===== config.mk =====
export PLATFORM = sky130hd
export DESIGN_NAME = cache_arbiter
export DESIGN_NICKNAME = d
export VERILOG_FILES = /design/src/rtl/rv32i_types.sv /design/src/rtl/cache_arb_ctrl.sv /design/src/rtl/cache_arbiter.sv
export SDC_FILE = /design/constraint.sdc
export NUM_CORES = 1
export LEC_CHECK = 0
export BUFFER_PORTS_ARGS = -buffer_cell sky130_fd_sc_hd__buf_2
export CAP_MARGIN = 15
export CORE_AREA = 2 2 543 545
export DETAILED_ROUTE_END_ITERATION = 8
export DIE_AREA = 0 0 545 547
export PLACE_DENSITY = 0.31
export SYNTH_ARGS = -nofsm -noshare
export SYNTH_HDL_FRONTEND = slang
export SYNTH_SLANG_ARGS = --single-unit

===== constraint.sdc =====
create_clock -name clk -period 75.7 [get_ports clk]
set_clock_uncertainty 0.15 [all_clocks]
set_input_delay 11.355 -clock clk [delete_from_list [all_inputs] [get_ports clk]]
set_output_delay 11.355 -clock clk [all_outputs]
set_load 0.03 [all_outputs]

===== src/rtl/rv32i_types.sv =====
// Shared types for the cache-to-memory arbiter.
//   arb_state_t : arbiter FSM states
//   arb_src_t   : which cache owns the current memory transaction
//   STARVE_W    : width of the I-side starvation counter (holds 0..15)
package rv32i_types;

  typedef enum logic [2:0] {
    IDLE,
    BUSY_I,
    BUSY_D,
    RESP_I,
    RESP_D
  } arb_state_t;

  typedef enum logic {
    SRC_I,
    SRC_D
  } arb_src_t;

  localparam int STARVE_W = 4;

endpackage


===== src/rtl/cache_arb_ctrl.sv =====
// Arbitration FSM for the shared memory line port.
// Decides which cache owns memory, drives the registered memory strobes and
// cache response pulses, and tracks how long the I-side has been starved.
// Ports:
//   clk, rst                       clock, synchronous active-high reset
//   imem_read                      I-cache line read request
//   dmem_read, dmem_write          D-cache line read / writeback request
//   pmem_resp                      memory completion pulse
//   grant, grant_src               one-cycle grant strobe and its owner (latch enable for the top)
//   capture_i, capture_d           load pmem_rdata into that side's buffer
//   pmem_read, pmem_write          registered memory strobes
//   imem_resp, dmem_resp           registered one-cycle completion pulses
module cache_arb_ctrl
  import rv32i_types::*;
#(
  parameter int STARVE_MAX = 4
) (
  input  logic     clk,
  input  logic     rst,
  input  logic     imem_read,
  input  logic     dmem_read,
  input  logic     dmem_write,
  input  logic     pmem_resp,
  output logic     grant,
  output arb_src_t grant_src,
  output logic     capture_i,
  output logic     capture_d,
  output logic     pmem_read,
  output logic     pmem_write,
  output logic     imem_resp,
  output logic     dmem_resp
);

  localparam logic [STARVE_W-1:0] STARVE_MAX_C = STARVE_W'(STARVE_MAX);

  arb_state_t          state_reg;
  logic [STARVE_W-1:0] starve_cnt_reg;
  logic                pmem_read_reg;
  logic                pmem_write_reg;
  logic                imem_resp_reg;
  logic                dmem_resp_reg;

  logic d_req;
  logic i_starved;
  logic pick_d;
  logic pick_i;

  // D wins by default; only a saturated starvation count hands the port to I.
  assign d_req     = dmem_read | dmem_write;
  assign i_starved = imem_read && (starve_cnt_reg == STARVE_MAX_C);
  assign pick_d    = (state_reg == IDLE) && d_req && !i_starved;
  assign pick_i    = (state_reg == IDLE) && imem_read && !pick_d;

  assign grant     = pick_d | pick_i;
  assign grant_src = pick_d ? SRC_D : SRC_I;
  assign capture_i = (state_reg == BUSY_I) && pmem_resp;
  assign capture_d = (state_reg == BUSY_D) && pmem_resp;

  assign pmem_read  = pmem_read_reg;
  assign pmem_write = pmem_write_reg;
  assign imem_resp  = imem_resp_reg;
  assign dmem_resp  = dmem_resp_reg;

  always_ff @(posedge clk) begin
    if (rst) begin
      state_reg      <= IDLE;
      starve_cnt_reg <= '0;
      pmem_read_reg  <= 1'b0;
      pmem_write_reg <= 1'b0;
      imem_resp_reg  <= 1'b0;
      dmem_resp_reg  <= 1'b0;
    end else begin
      imem_resp_reg <= 1'b0;
      dmem_resp_reg <= 1'b0;
      case (state_reg)
        IDLE: begin
          if (pick_d) begin
            state_reg <= BUSY_D;
            // Read+write together is illegal; the write takes precedence.
            pmem_write_reg <= dmem_write;
            pmem_read_reg  <= !dmem_write;
            if (!imem_read)
              starve_cnt_reg <= '0;
            else if (starve_cnt_reg != STARVE_MAX_C)
              starve_cnt_reg <= starve_cnt_reg + 1'b1;
          end else if (pick_i) begin
            state_reg      <= BUSY_I;
            pmem_read_reg  <= 1'b1;
            starve_cnt_reg <= '0;
          end
        end
        BUSY_I: begin
          if (pmem_resp) begin
            state_reg      <= RESP_I;
            pmem_read_reg  <= 1'b0;
            pmem_write_reg <= 1'b0;
            imem_resp_reg  <= 1'b1;
          end
        end
        BUSY_D: begin
          if (pmem_resp) begin
            state_reg      <= RESP_D;
            pmem_read_reg  <= 1'b0;
            pmem_write_reg <= 1'b0;
            dmem_resp_reg  <= 1'b1;
          end
        end
        // The response cycle never grants, so the cache that was just
        // answered gets a cycle to drop its request.
        RESP_I, RESP_D: state_reg <= IDLE;
        default:        state_reg <= IDLE;
      endcase
    end
  end

endmodule


===== src/rtl/cache_arbiter.sv =====
// Shares one physical-memory line port between the I-cache miss path and the
// D-cache miss/writeback path. D has fixed priority, bounded by a starvation
// counter; one transaction is outstanding at a time.
// Ports:
//   clk, rst                                  clock, synchronous active-high reset
//   imem_read/imem_addr -> imem_rdata/resp    I-cache line fill
//   dmem_read/dmem_write/dmem_addr/dmem_wdata
//                       -> dmem_rdata/resp    D-cache fill / writeback
//   pmem_read/pmem_write/pmem_addr/pmem_wdata
//                       <- pmem_rdata/resp    memory line port
module cache_arbiter
  import rv32i_types::*;
#(
  parameter int LINE_W     = 256,
  parameter int ADDR_W     = 32,
  parameter int STARVE_MAX = 4
) (
  input  logic              clk,
  input  logic              rst,
  input  logic              imem_read,
  input  logic [ADDR_W-1:0] imem_addr,
  output logic [LINE_W-1:0] imem_rdata,
  output logic              imem_resp,
  input  logic              dmem_read,
  input  logic              dmem_write,
  input  logic [ADDR_W-1:0] dmem_addr,
  input  logic [LINE_W-1:0] dmem_wdata,
  output logic [LINE_W-1:0] dmem_rdata,
  output logic              dmem_resp,
  output logic              pmem_read,
  output logic              pmem_write,
  output logic [ADDR_W-1:0] pmem_addr,
  output logic [LINE_W-1:0] pmem_wdata,
  input  logic [LINE_W-1:0] pmem_rdata,
  input  logic              pmem_resp
);

  logic     grant;
  arb_src_t grant_src;
  logic     capture_i;
  logic     capture_d;

  cache_arb_ctrl #(
    .STARVE_MAX(STARVE_MAX)
  ) u_ctrl (
    .clk       (clk),
    .rst       (rst),
    .imem_read (imem_read),
    .dmem_read (dmem_read),
    .dmem_write(dmem_write),
    .pmem_resp (pmem_resp),
    .grant     (grant),
    .grant_src (grant_src),
    .capture_i (capture_i),
    .capture_d (capture_d),
    .pmem_read (pmem_read),
    .pmem_write(pmem_write),
    .imem_resp (imem_resp),
    .dmem_resp (dmem_resp)
  );

  // Request fields are latched on the grant edge so requesters may change
  // them freely while their transaction is in flight.
  logic [ADDR_W-1:0] addr_reg;
  logic [LINE_W-1:0] wdata_reg;

  always_ff @(posedge clk) begin
    if (rst) begin
      addr_reg  <= '0;
      wdata_reg <= '0;
    end else if (grant) begin
      if (grant_src == SRC_D) begin
        addr_reg  <= dmem_addr;
        wdata_reg <= dmem_wdata;
      end else begin
        addr_reg  <= imem_addr;
      end
    end
  end

  assign pmem_addr  = addr_reg;
  assign pmem_wdata = wdata_reg;

  // Per-side read buffers (index 0 = I, 1 = D); each holds its last line
  // until that side's next completion.
  logic              capture [2];
  logic [LINE_W-1:0] rdata_reg [2];

  assign capture[0] = capture_i;
  assign capture[1] = capture_d;

  genvar gi;
  generate
    for (gi = 0; gi < 2; gi++) begin : g_rbuf
      always_ff @(posedge clk) begin
        if (rst)
          rdata_reg[gi] <= '0;
        else if (capture[gi])
          rdata_reg[gi] <= pmem_rdata;
      end
    end
  endgenerate

  assign imem_rdata = rdata_reg[0];
  assign dmem_rdata = rdata_reg[1];

  // Simultaneous D read and write is a caller bug.
  a_d_rw_exclusive: assert property (@(posedge clk) disable iff (rst) !(dmem_read && dmem_write));

endmodule

==> metrics.yaml, run 1 <==
run_status:
  run_status: "finished clean"
synth:
  yosys.area.top_type_share_pct: 52.1
  synth_edf_count: 512
  ys_types: 39
  synth_most_common_cell: "nand2_1"
  synth_top_area_cell: "edfxtp_1"
  avgSynthCellArea_sq_um: 12.3
  yosys-top-cells-count: "nand2_1, and2_1, edfxtp_1"
  syn-num-nets: 2986
  ys_ff_latch: 811
  synth-main-ff-cell: "edfxtp_1"
  synthArstFlopShare_pct: 0
  ys_warn_count: 0
  synth_top_cells_by_area: "edfxtp_1, dfxtp_1, and2_1, nand2_1, a21oi_1"
  synth_cells: 2402
  synth_area_sq_mm: 0.0295
  yosysSeqAreaShare_pct: 72.4
placed_design:
  place_area_sq_mm: 0.0410
  place.gp.congestion: 0.827
  io_buffers: 1385
  place_hpwl_microns: 141000
worst_setup_path:
  max_stage_delay_ns: 0.78
  crit_top_cell: "buf_4"
  crit_chain: "buf_8 -> inv_1 -> o31ai_4 -> buf_12 -> buf_4 -> buf_4 -> buf_4"
  crit_fanout: 121
  start_kind: "input port"
  crit_slowest_cell: "buf_4"
  critical_path_class: "input port to register"
  cp_data_required_time_ns: 75.98
  end_kind: "register"
  crit_arrival_ns: 15.43
clocking:
  cts_sinks: 811
  postCtsHoldBufs: 0
  ctsRootBufferMaster: "clkbuf_16"
  clk_latency_ns: 0.80
  cts_resized: 0
  cts_htree_levels: 3
  cts-buffers-inserted: 110
  cts_tree: "yes"
  clockBufferDepth: 4
  path_clk_slew_ns: 0.06
  cts_setup_buffers: 0
drt:
  first_pass_iters: 5
  first_iter_violations: 964
  vias: 24100
  routed_via_density: 3.08
  routed_wl_microns: 176000
  ant_nets: 0
  drc: 0
  wl_per_cell_microns: 22.5
timing:
  fin_crit_sh_pct: 20.0
  setup_viol: 0
  final_max_slew_viol_count: 0
  tns_ns: 0
  max_freq_mhz: 66.0
  fin_crit_ns: 15.15
  tightest_slew_ns: 1.10
  hold_viol_final: 0
  hold_ws_ns: 0.300
  rsz0062_at_grt: "false"
  maxSlewHeadroom_pct: 26.7
global_route:
  met1_usage_pct: 11.5
  first_global_vias: 24500
  grt_max_degree: 123
  grtUsageMet2_pct: 20.5
  grt.busiest_layer: "met2"
  grtUsageTotal_pct: 11.2
  grtUsageMet3_pct: 5.31
  overflow: 0
  antenna_found_initial: 181
  grt_pass1_wl_microns: 228000
floorplan:
  rows: 199
  core_sq_mm: 0.293
  die_w_microns: 545
  dieArea_sq_mm: 0.298
  initial_core_util_pct: 10.1
  ios: 1386
  die_h_microns: 547
final_layout:
  stdcell_area_sq_mm: 0.0445
  drive_gt1_share_pct: 40.9
  multi_input_area_sq_mm: 0.00750
  ff_latch_area_sq_mm: 0.0214
  area_delta_synth_final_pct: 50.7
  nFillCells: 33200
  largest_reg_flops: 512
  final_util_pct: 15.2
  final_nets: 4353
power_and_ir_drop:
  ir_worst_vdd_mv: 0.0171
  cellLeakagePower_nw: 18.7
  power.total_mw: 1.21
  p_per_area_mw_per_mm2: 27.3
job:
  maxCapViolCount: 0
hold_path:
  hold_path_class: "register to register"
## through the flow
stage               std cells  setup WS (ns)
floorplan                2402          44.18
CTS                      7769          60.58
detailed placement       7576          59.66
global route             7790          60.35
global placement         7575          59.63
finish                   7810          60.55
## path summary, 6_finish.rpt
kind | startpoint | endpoint | slack [ns] | cells past startpoint
worst max register to register | u_ctrl.state_reg[1] | rdata_reg[1][8] | 71.12 | 6
worst min register to register | pmem_wdata[104] | pmem_wdata[104] | 0.30 | 2
worst max-delay path | rst | rdata_reg[1][8] | 60.55 | 7
worst min-delay path | pmem_wdata[104] | pmem_wdata[104] | 0.30 | 2
## cell type report
class,count,share of cell area (%)
antenna,41,0.231
clock inverter,51,0.951
tap,3919,11.0
inverter,4,0.0338
timing repair buffer,1414,16.2
sequential,811,48.0
clock buffer,142,6.62
multi-input combinational,1428,16.9
## per-layer routing
metal	vias to the layer above	share of wire (%)
met5	-	0.36
met4	102	2.6
met3	421	11
met2	1245	50
met1	11400	36
li1	10900	-
## report_power, final
| group | switching (mW) | total (mW) | internal, mW |
|---|---|---|---|
| Clock | 0.213 | 0.500 | 0.287 |
| Combinational | 0.147 | 0.195 | 0.0477 |
| Sequential | 0.0145 | 0.518 | 0.503 |
## placed cells by master (no fill, tap or decap), types with 7 or more instances in the layout
cell / n
clkinv_1: 17
and2_1: 512
diode_2: 41
clkinv_2: 14
clkbuf_16: 110
a211oi_1: 32
nor2_1: 37
buf_2: 1384
nand2_1: 517
clkbuf_1: 25
clkbuf_8: 7
clkinvlp_4: 8
a21oi_1: 262
edfxtp_1: 512
mux2i_1: 32
dfxtp_1: 299
buf_4: 25
## kinds of logic (layout without fill, tap and decap cells)
kind of cell / after synthesis / count (layout) / share of synthesized area (%)
other: 0 / 41 / 0
multiplexers: 32 / 32 / 1.09
AND/OR/NAND/NOR: 1087 / 1087 / 18.5
buffers and inverters: 163 / 1611 / 2.30
XOR/XNOR: 1 / 1 / 0.0297
adder cells (fa/ha/maj): 2 / 2 / 0.0848
AO/OA/AOI/OAI: 306 / 306 / 5.56
flip-flops: 811 / 811 / 72.4
## critical path: cells and delay by family
family / cells / cell delay [ns]
buffers and inverters: 6 / 3.37
AOI/OAI and AO/OA: 1 / 0.14
(Power assumes the default switching activity.)
==> run 2: changes to the inputs <==
--- a/config.mk
+++ b/config.mk
@@ -7,10 +7,10 @@
 export LEC_CHECK = 0
 export BUFFER_PORTS_ARGS = -buffer_cell sky130_fd_sc_hd__buf_2
 export CAP_MARGIN = 15
-export CORE_AREA = 2 2 543 545
+export CORE_AREA = 2 2 542 544
 export DETAILED_ROUTE_END_ITERATION = 8
-export DIE_AREA = 0 0 545 547
-export PLACE_DENSITY = 0.31
+export DIE_AREA = 0 0 544 546
+export PLACE_DENSITY = 0.32
 export SYNTH_ARGS = -nofsm -noshare
 export SYNTH_HDL_FRONTEND = slang
 export SYNTH_SLANG_ARGS = --single-unit
==> constraint.sdc (replaced) <==
create_clock -name clk -period 13.3 [get_ports clk]
set_clock_uncertainty 0.15 [all_clocks]
set_input_delay 1.995 -clock clk [delete_from_list [all_inputs] [get_ports clk]]
set_output_delay 1.995 -clock clk [all_outputs]
set_load 0.03 [all_outputs]
==> run 2 against run 1 <==
Cell count fell by 0.29%. Core utilization barely moved. Setup slack got worse by 52 ns. Global-route usage rose by 0.14 points. Final area barely moved. Via count rose by 0.30%. Worst hold slack improved by 0.0022 ns. Critical path depth fell by 1. Sequential power rose to 5.7 times the previous value. Clock-buffer cell count rose by 2. Sequential share of layout area barely moved. Sequential cell count did not move. Highest routed layer unchanged.
==> metrics.yaml, run 2 (synthesized netlist as in run 1, its figures left out) <==
run_status:
  run_status: "finished clean"
hold_path:
  hold_end: "pmem_wdata[33]"
  min_from: "pmem_wdata[33]"
  hold_path_class: "register to register"
  holdPathStages: 2
final_layout:
  area_delta_synth_final_pct: 50.8
  stdcell_area_sq_mm: 0.0445
  mostFrequentLayoutCells: "buf_2, nand2_1, and2_1, edfxtp_1, dfxtp_1"
  largest_reg_flops: 512
  final_common_cell: "buf_2"
  drive_gt1_share_pct: 40.9
  final_nets: 4348
drt:
  first_pass_iters: 5
  wl_per_cell_microns: 22.7
  first_iter_violations: 1119
  routed_wl_microns: 176000
  routed_via_density: 3.10
  vias: 24200
  ant_nets: 0
  drc: 0
global_route:
  overflow: 0
  grtUsageTotal_pct: 11.4
  grt_pass1_wl_microns: 230000
  first_global_vias: 24300
  grt_max_degree: 137
  antenna_found_initial: 180
worst_setup_path:
  r2r_end: "rdata_reg[0][248]"
  ff2ff_setup_slack_ns: 9.31
  crit_slowest_cell: "buf_4"
  crit_arrival_ns: 4.93
  reg2regPathDepth: 5
  max_stage_delay_ns: 0.53
  r2r-start: "u_ctrl.state_reg[0]"
  critical_path_class: "input port to register"
  start_kind: "input port"
  crit_chain: "buf_8 -> inv_1 -> o21ai_4 -> buf_4 -> buf_12 -> buf_12"
  cp_data_required_time_ns: 13.57
  end_kind: "register"
  crit_top_cell: "buf_12"
  crit_fanout: 115
timing:
  tightest_slew_ns: 1.19
  setup_viol: 0
  max_freq_mhz: 214
  maxSlewHeadroom_pct: 20.6
  fin_crit_ns: 4.66
  rsz0062_at_grt: "false"
  setup_ws_ns: 8.64
  tns_ns: 0
  fin_crit_sh_pct: 35.1
  final_max_slew_viol_count: 0
  hold_viol_final: 0
power_and_ir_drop:
  ir_worst_vdd_mv: 0.0892
  intPower_mw: 4.81
  cellLeakagePower_nw: 18.7
  power_frac_clock_pct: 41.7
  p_comb_share_pct: 15.8
  p_per_area_mw_per_mm2: 156
  seqPwrFrac_pct: 42.4
  power.switching_mw: 2.11
  switching_share_pct: 30.5
clocking:
  cts-buffers-inserted: 109
  path_clk_slew_ns: 0.06
  cts_tree: "yes"
  postCtsHoldBufs: 0
  cts_htree_levels: 3
  clk_latency_ns: 0.81
  cts_resized: 0
  cts_setup_buffers: 0
  clockBufferDepth: 4
  ctsRootBufferMaster: "clkbuf_16"
  cts_sinks: 811
placed_design:
  place_area_sq_mm: 0.0410
  io_buffers: 1385
  place_hpwl_microns: 142000
  place.gp.congestion: 0.862
  dp_slack_ns: 7.90
floorplan:
  initial_core_util_pct: 10.1
  dieArea_sq_mm: 0.297
  die_w_microns: 544
  rows: 199
  core_sq_mm: 0.292
  ios: 1386
  die_h_microns: 546
job:
  maxCapViolCount: 0
[run 2: changes by cell type in the layout (fill, tap and decap cells not counted), sizes merged]
cell	delta
diode	-20
clkinv	+8
clkinvlp	-6
buf	-4
inv	-4
clkbuf	+2
bufinv	+1
[run 2: metal layers]
metal / wire length (microns) / track usage [%] / vias up
li1: - / - / 10900
met4: 4510 / 2.36 / 84
met3: 19600 / 5.14 / 415
met1: 65500 / 12.4 / 11400
met2: 86300 / 20.1 / 1338
met5: 525 / 0 / -
[run 2: final cells by class]
type,count,area [sq um]
clock inverters,50,427
diodes,21,52.6
repair buffers,1410,7200
flip-flops and latches,811,21400
multi-input cells,1428,7500
clock buffers,144,3010
well taps,3919,4900
inverters,4,15.0
fillers,33100,248000
[run 2: how the worst max path moves through the flow]
stage,depth (start not counted),start,to
floorplan,2,pmem_resp,rdata_reg[0][0]
global placement,6,rst,rdata_reg[0][235]
detailed placement,6,rst,rdata_reg[1][234]
CTS,6,rst,rdata_reg[1][250]
global route,7,imem_read,pmem_wdata[139]
finish,6,rst,rdata_reg[0][248]
[run 2: power by group through the flow]
| stage | combinational, mW | clock (mW) | sequential [mW] |
|---|---|---|---|
| after floorplan | 0.258 | 0 | 3.37 |
| after global placement | 1.13 | 0 | 2.99 |
| after detailed placement | 1.13 | 0 | 2.99 |
| after CTS | 1.13 | 3.03 | 2.94 |
| after global routing | 1.18 | 3.11 | 2.96 |
| final | 1.10 | 2.89 | 2.94 |
[run 2: critical path: cells and delay by family]
family	cells	cell delay [ns]
buffers and inverters	5	2.01
AO/OA/AOI/OAI	1	0.09
[run 2: metrics by stage]
stage,utilization (%),instances,hold WS [ns],total power [mW]
final,15.2,7787,0.302,6.93
after global routing,15.2,7770,0.318,7.25
after CTS,15.2,7766,0.304,7.10
after detailed placement,14.0,7572,0.296,4.12
after global placement,14.0,7572,0.290,4.12
after floorplan,-,2402,0.330,3.63
